`src/rtl/stack_unit.sv`:
```
// stack_unit: parametrised LIFO with an internal stack pointer, registered
// pop data, full/empty/count status and sticky overflow/underflow flags.
module stack_unit #(
  parameter int DATA_WIDTH = 32,
  parameter int DEPTH      = 16,
  parameter int PTR_WIDTH  = $clog2(DEPTH)
) (
  input  logic                  clk,
  input  logic                  reset_n,
  input  logic                  clear,
  input  logic                  push,
  input  logic                  pop,
  input  logic [DATA_WIDTH-1:0] data_in,
  output logic [DATA_WIDTH-1:0] data_out,
  output logic                  data_valid,
  output logic [DATA_WIDTH-1:0] top,
  output logic [PTR_WIDTH:0]    count,
  output logic                  full,
  output logic                  empty,
  output logic                  overflow,
  output logic                  underflow
);

  localparam logic [PTR_WIDTH:0] L_DEPTH = (PTR_WIDTH+1)'(DEPTH);
  localparam logic [PTR_WIDTH:0] L_ONE   = (PTR_WIDTH+1)'(1);

  logic [DATA_WIDTH-1:0] r_mem [DEPTH];
  logic [PTR_WIDTH:0]    r_sp;
  logic [DATA_WIDTH-1:0] r_dout;
  logic                  r_dv;
  logic                  r_ovf;
  logic                  r_udf;

  logic                  w_full;
  logic                  w_empty;
  logic [PTR_WIDTH-1:0]  w_top_idx;
  logic [DATA_WIDTH-1:0] w_top_data;
  logic                  w_op_clr;
  logic                  w_op_swap;
  logic                  w_op_push;
  logic                  w_op_pop;

  logic [PTR_WIDTH:0]    w_sp_nxt;
  logic [DATA_WIDTH-1:0] w_dout_nxt;
  logic                  w_dv_nxt;
  logic                  w_ovf_nxt;
  logic                  w_udf_nxt;
  logic                  w_wr_en;
  logic [PTR_WIDTH-1:0]  w_wr_idx;

  assign w_full     = (r_sp == L_DEPTH);
  assign w_empty    = (r_sp == '0);
  // sp is the next free slot, so the top lives one below it
  assign w_top_idx  = PTR_WIDTH'(r_sp - L_ONE);
  assign w_top_data = r_mem[w_top_idx];

  assign w_op_clr  = clear;
  assign w_op_swap = !clear && push && pop;
  assign w_op_push = !clear && push && !pop;
  assign w_op_pop  = !clear && pop && !push;

  always_comb begin
    w_sp_nxt   = r_sp;
    w_dout_nxt = r_dout;
    w_dv_nxt   = 1'b0;
    w_ovf_nxt  = r_ovf;
    w_udf_nxt  = r_udf;
    w_wr_en    = 1'b0;
    w_wr_idx   = r_sp[PTR_WIDTH-1:0];
    unique case (1'b1)
      w_op_clr: begin
        w_sp_nxt  = '0;
        w_ovf_nxt = 1'b0;
        w_udf_nxt = 1'b0;
      end
      w_op_swap: begin
        w_dv_nxt = 1'b1;
        if (w_empty) begin
          w_dout_nxt = data_in;
        end else begin
          w_dout_nxt = w_top_data;
          w_wr_en    = 1'b1;
          w_wr_idx   = w_top_idx;
        end
      end
      w_op_push: begin
        if (w_full) begin
          w_ovf_nxt = 1'b1;
        end else begin
          w_wr_en  = 1'b1;
          w_sp_nxt = r_sp + L_ONE;
        end
      end
      w_op_pop: begin
        if (w_empty) begin
          w_udf_nxt = 1'b1;
        end else begin
          w_dout_nxt = w_top_data;
          w_dv_nxt   = 1'b1;
          w_sp_nxt   = r_sp - L_ONE;
        end
      end
      default: ;
    endcase
  end

  always_ff @(posedge clk or negedge reset_n) begin
    if (!reset_n) begin
      r_sp   <= '0;
      r_dout <= '0;
      r_dv   <= 1'b0;
      r_ovf  <= 1'b0;
      r_udf  <= 1'b0;
    end else begin
      r_sp   <= w_sp_nxt;
      r_dout <= w_dout_nxt;
      r_dv   <= w_dv_nxt;
      r_ovf  <= w_ovf_nxt;
      r_udf  <= w_udf_nxt;
    end
  end

  // storage is deliberately left out of reset
  always_ff @(posedge clk) begin
    if (w_wr_en) r_mem[w_wr_idx] <= data_in;
  end

  assign data_out   = r_dout;
  assign data_valid = r_dv;
  assign top        = w_empty ? '0 : w_top_data;
  assign count      = r_sp;
  assign full       = w_full;
  assign empty      = w_empty;
  assign overflow   = r_ovf;
  assign underflow  = r_udf;

endmodule

```
`config.mk`:
```
export PLATFORM = sky130hd
export DESIGN_NAME = stack_unit
export DESIGN_NICKNAME = d
export VERILOG_FILES = /design/src/rtl/stack_unit.sv
export SDC_FILE = /design/constraint.sdc
export NUM_CORES = 1
export LEC_CHECK = 0
export CORE_UTILIZATION = 36
export DETAILED_ROUTE_END_ITERATION = 7
export PLACE_DENSITY = 0.6
export SLEW_MARGIN = 40
export SYNTH_ARGS = -nofsm -noshare
export SYNTH_HDL_FRONTEND = slang
export SYNTH_SLANG_ARGS = --single-unit
```
`constraint.sdc`:
```
create_clock -name clk -period 4.14 [get_ports clk]
set_input_delay 1.242 -clock clk [delete_from_list [all_inputs] [get_ports clk]]
set_output_delay 1.242 -clock clk [all_outputs]
set_load 0.02 [all_outputs]
```
==> impl_metrics.csv <==
group,metric,value,unit
status,outcome,"complete, no violations",
min_path,holdCritStartpoint,"data_out[20]",
logic_synthesis,syn_avg_cell_area,19.4,um2
place,dp_hpwl,33.1,mm
final_layout,diodes,0,
floorplan,io_pins,111,
cts,cts_hold_buf,0,
logic_synthesis,yosys.area.top_type,"edfxtp_1",
final_layout,post-route-util,45.0,%
logic_synthesis,yosys-top-cells-area,"edfxtp_1, mux4_2, dfrtp_1",
route,drtPass1Iterations,5,
route,drc,0,
logic_synthesis,ys_ff_latch,552,
final_layout,num-nets-final,1367,
place,io_buffers,110,
logic_synthesis,yosysMostFrequentCell,"edfxtp_1",
critical_path,cp-end-kind,"output pin",
floorplan,die_area,0.0626,mm2
flow_run,max_cap_viol_count,0,
cts,clockBufferDepth,3,
cts,clk_pin_slew,0.06,ns
logic_synthesis,synth_nets,1180,
critical_path,start_kind,"flip-flop",
critical_path,path_class,"flip-flop to output pin",
logic_synthesis,synth.top_cell.area_share,69.4,%
logic_synthesis,synth_edf_count,512,
logic_synthesis,synthCells,1140,
logic_synthesis,synth_area,0.0222,mm2
sta,maxSlewViolCount,0,
sta,relSlewSlack,56.9,%
min_path,hold_class,"flip-flop to flip-flop",
cts,clk_latency,0.60,ns
route,wl,56.9,mm
final_layout,seq_area,0.0164,mm2
critical_path,startpoint,"count[0]",
cts,clock_sinks,552,
sta,finalClockSkew,0.0202,ns
cts,h-tree-depth,2,
global_routing,grt_pass1_vias,12400,
cts,cts_tree,"done",
place,post-place-cells,2032,
route,wire_per_inst,26.4,um
floorplan,die_w,250,um
global_routing,grt-ovfl-total,0,
sta,setup_viol,0,
power,p_seq_share,42.3,%
power,swShare,28.4,%
floorplan,die_y,250,um
global_routing,grt_max_degree,33,
global_routing,grt_usage,18.4,%
logic_synthesis,yosys.cell_types.count,55,
floorplan,rows,90,
final_layout,finalNonFillerCells,2155,
logic_synthesis,synth.yosys.seq_area_share,73.9,%
floorplan,core,0.0606,mm2
route,num_vias,12000,
power,p_comb_share,25.0,%
logic_synthesis,yosys.area_share.simple,4.97,%
sta,hold_viol_final,0,
route,drt_iter0_markers,902,
power,power_switching,4350,uW
final_layout,area_delta_synth_final,22.9,%
logic_synthesis,synth_xor_area_share,0.147,%
power,ir_worst_vdd,0.360,mV
critical_path,arrival,2.82,ns
cts,cts_root_buffer,"clkbuf_16",
logic_synthesis,synth_ff_type,"edfxtp_1",
critical_path,r2r_start,"count[0]",
final_layout,nFillCells,5139,
critical_path,crit_fanout,13,
global_routing,grt_pass1_wl,83.9,mm
critical_path,crit_required,2.90,ns
final_layout,drive_gt1_share,27.8,%
cts,cts_made_buffers,57,
place,gp_congestion,0.776,
logic_synthesis,synth_top_family_by_area,"multiplexers",
route,vias_per_cell,5.58,
power,internal_power,11000,uW
power,power.density,562,mW/mm2
route,detail-route-antenna-nets,0,
power,clock_power_share,32.7,%
logic_synthesis,synth-compound-area-share,4.32,%
sta,clock.fmax,246,MHz
floorplan,start_util,36.6,%
logic_synthesis,synthAdderAreaFrac,0.169,%
sta,layout_min_cycle_time,4.06,ns
logic_synthesis,synthMuxAreaShare,14.5,%
global_routing,antenna_found_initial,0,
logic_synthesis,yosysWarnings,0,
power,cellLeakagePower,0.00903,uW
final_layout,multi_input_area,0.00561,mm2
sta,tightest_slew,0.644,ns
logic_synthesis,synthArstFlopShare,7.25,%
sta,fin_crit_sh,98.1,%
logic_synthesis,ys_top_cells_by_count,"edfxtp_1, mux4_2, nand2_1",
critical_path,r2r_slack,0.94,ns
sta,rsz0062_at_grt,"false",
-- flip-flops by register name (all words and copies together) (netlist names) --
register	cells
overflow	1
data_valid	1
underflow	1
count	5
r_mem	512
data_out	32
-- layout make-up --
class / instances / area share (%)
Inverter: 7 / 0.124
Timing Repair Buffer: 203 / 8.92
Sequential cell: 552 / 60.1
Clock buffer: 78 / 5.71
Clock inverter: 27 / 0.951
Tap cell: 782 / 3.59
Multi-Input combinational cell: 506 / 20.6
-- final timing paths --
check | cells after the start | endpoint
max | 9 | top[3]
min | 2 | data_out[20]
max reg2reg | 10 | r_mem[4][19]
min reg2reg | 2 | data_out[20]
max in group asynchronous | 2 | data_out[0]
min in group asynchronous | 1 | data_out[19]
-- stage by stage --
step	instance area, um2	hold slack (ns)	power, uW	setup WS, ns	TNS [ns]
final	27200	0.504	15300	0.0790	0
after floorplan	22200	0.595	8570	0.0422	0
after global placement	25000	0.491	10200	0.0931	0
after CTS	27200	0.510	15400	-0.0632	-0.0632
after global routing	27200	0.532	15900	0.000245	0
after detailed placement	25000	0.496	10200	0.0255	0
-- power groups by stage --
stage | clock network (uW) | registers, uW | logic, uW
6_report | 5000 | 6480 | 3820
5_1_grt | 5320 | 6500 | 4050
4_1_cts | 5110 | 6480 | 3810
3_5_place_dp | 0 | 6590 | 3630
3_3_place_gp | 0 | 6590 | 3600
2_1_floorplan | 0 | 6760 | 1800
-- kinds of logic after synthesis --
kind of cell,after synthesis
compound gates,133
mux,160
flops,552
buf+inv,82
xor+xnor,2
fa+ha+maj,3
simple gates,208
-- cell usage in the layout, fill, tap and decap left out, types with 5 or more instances in the layout --
cell and n:
edfxtp_1 512, mux4_2 128, clkdlybuf4s50_1 76, nand2_1 66
and3_1 63, clkbuf_16 58, buf_4 49, dfrtp_1 39
o22ai_1 36, buf_12 35, o221ai_1 32, mux2i_1 32
o21ai_1 31, nor3_1 19, nor2_4 16, clkbuf_1 16
nor3_2 12, clkinv_2 10, clkinv_1 9, buf_16 8
buf_2 8, o21ai_0 7, clkdlybuf4s15_2 6, dlygate4sd2_1 6
a211oi_1 5, bufinv_16 5, clkbuf_8 5
-- worst max-delay path: stages, from the launching register on --
cell and delay (ns):
dfrtp_4 0.52, inv_4 0.10, ha_4 0.22, buf_12 0.14
bufbuf_16 0.29, mux4_2 0.24, nand2_1 0.05, and3_1 0.19
nor3_1 0.24, buf_2 0.22
-- metal layers --
| metal | GRT usage [%] | vias to the layer above | share of wire [%] |
|---|---|---|---|
| li1 | - | 5132 | - |
| met3 | 4.09 | 85 | 6.8 |
| met1 | 24.9 | 6351 | 43 |
| met5 | 0 | - | 0 |
| met2 | 29.4 | 450 | 47 |
| met4 | 6.03 | 0 | 2.9 |
-- repair_timing --
action	CTS	global route
setup endpoints to repair	33	20
cloned	6	1
gates resized for setup	131	28
pin swaps	3	2
setup buffers	11	0
No activity file was read; power rests on OpenSTA's default activity.
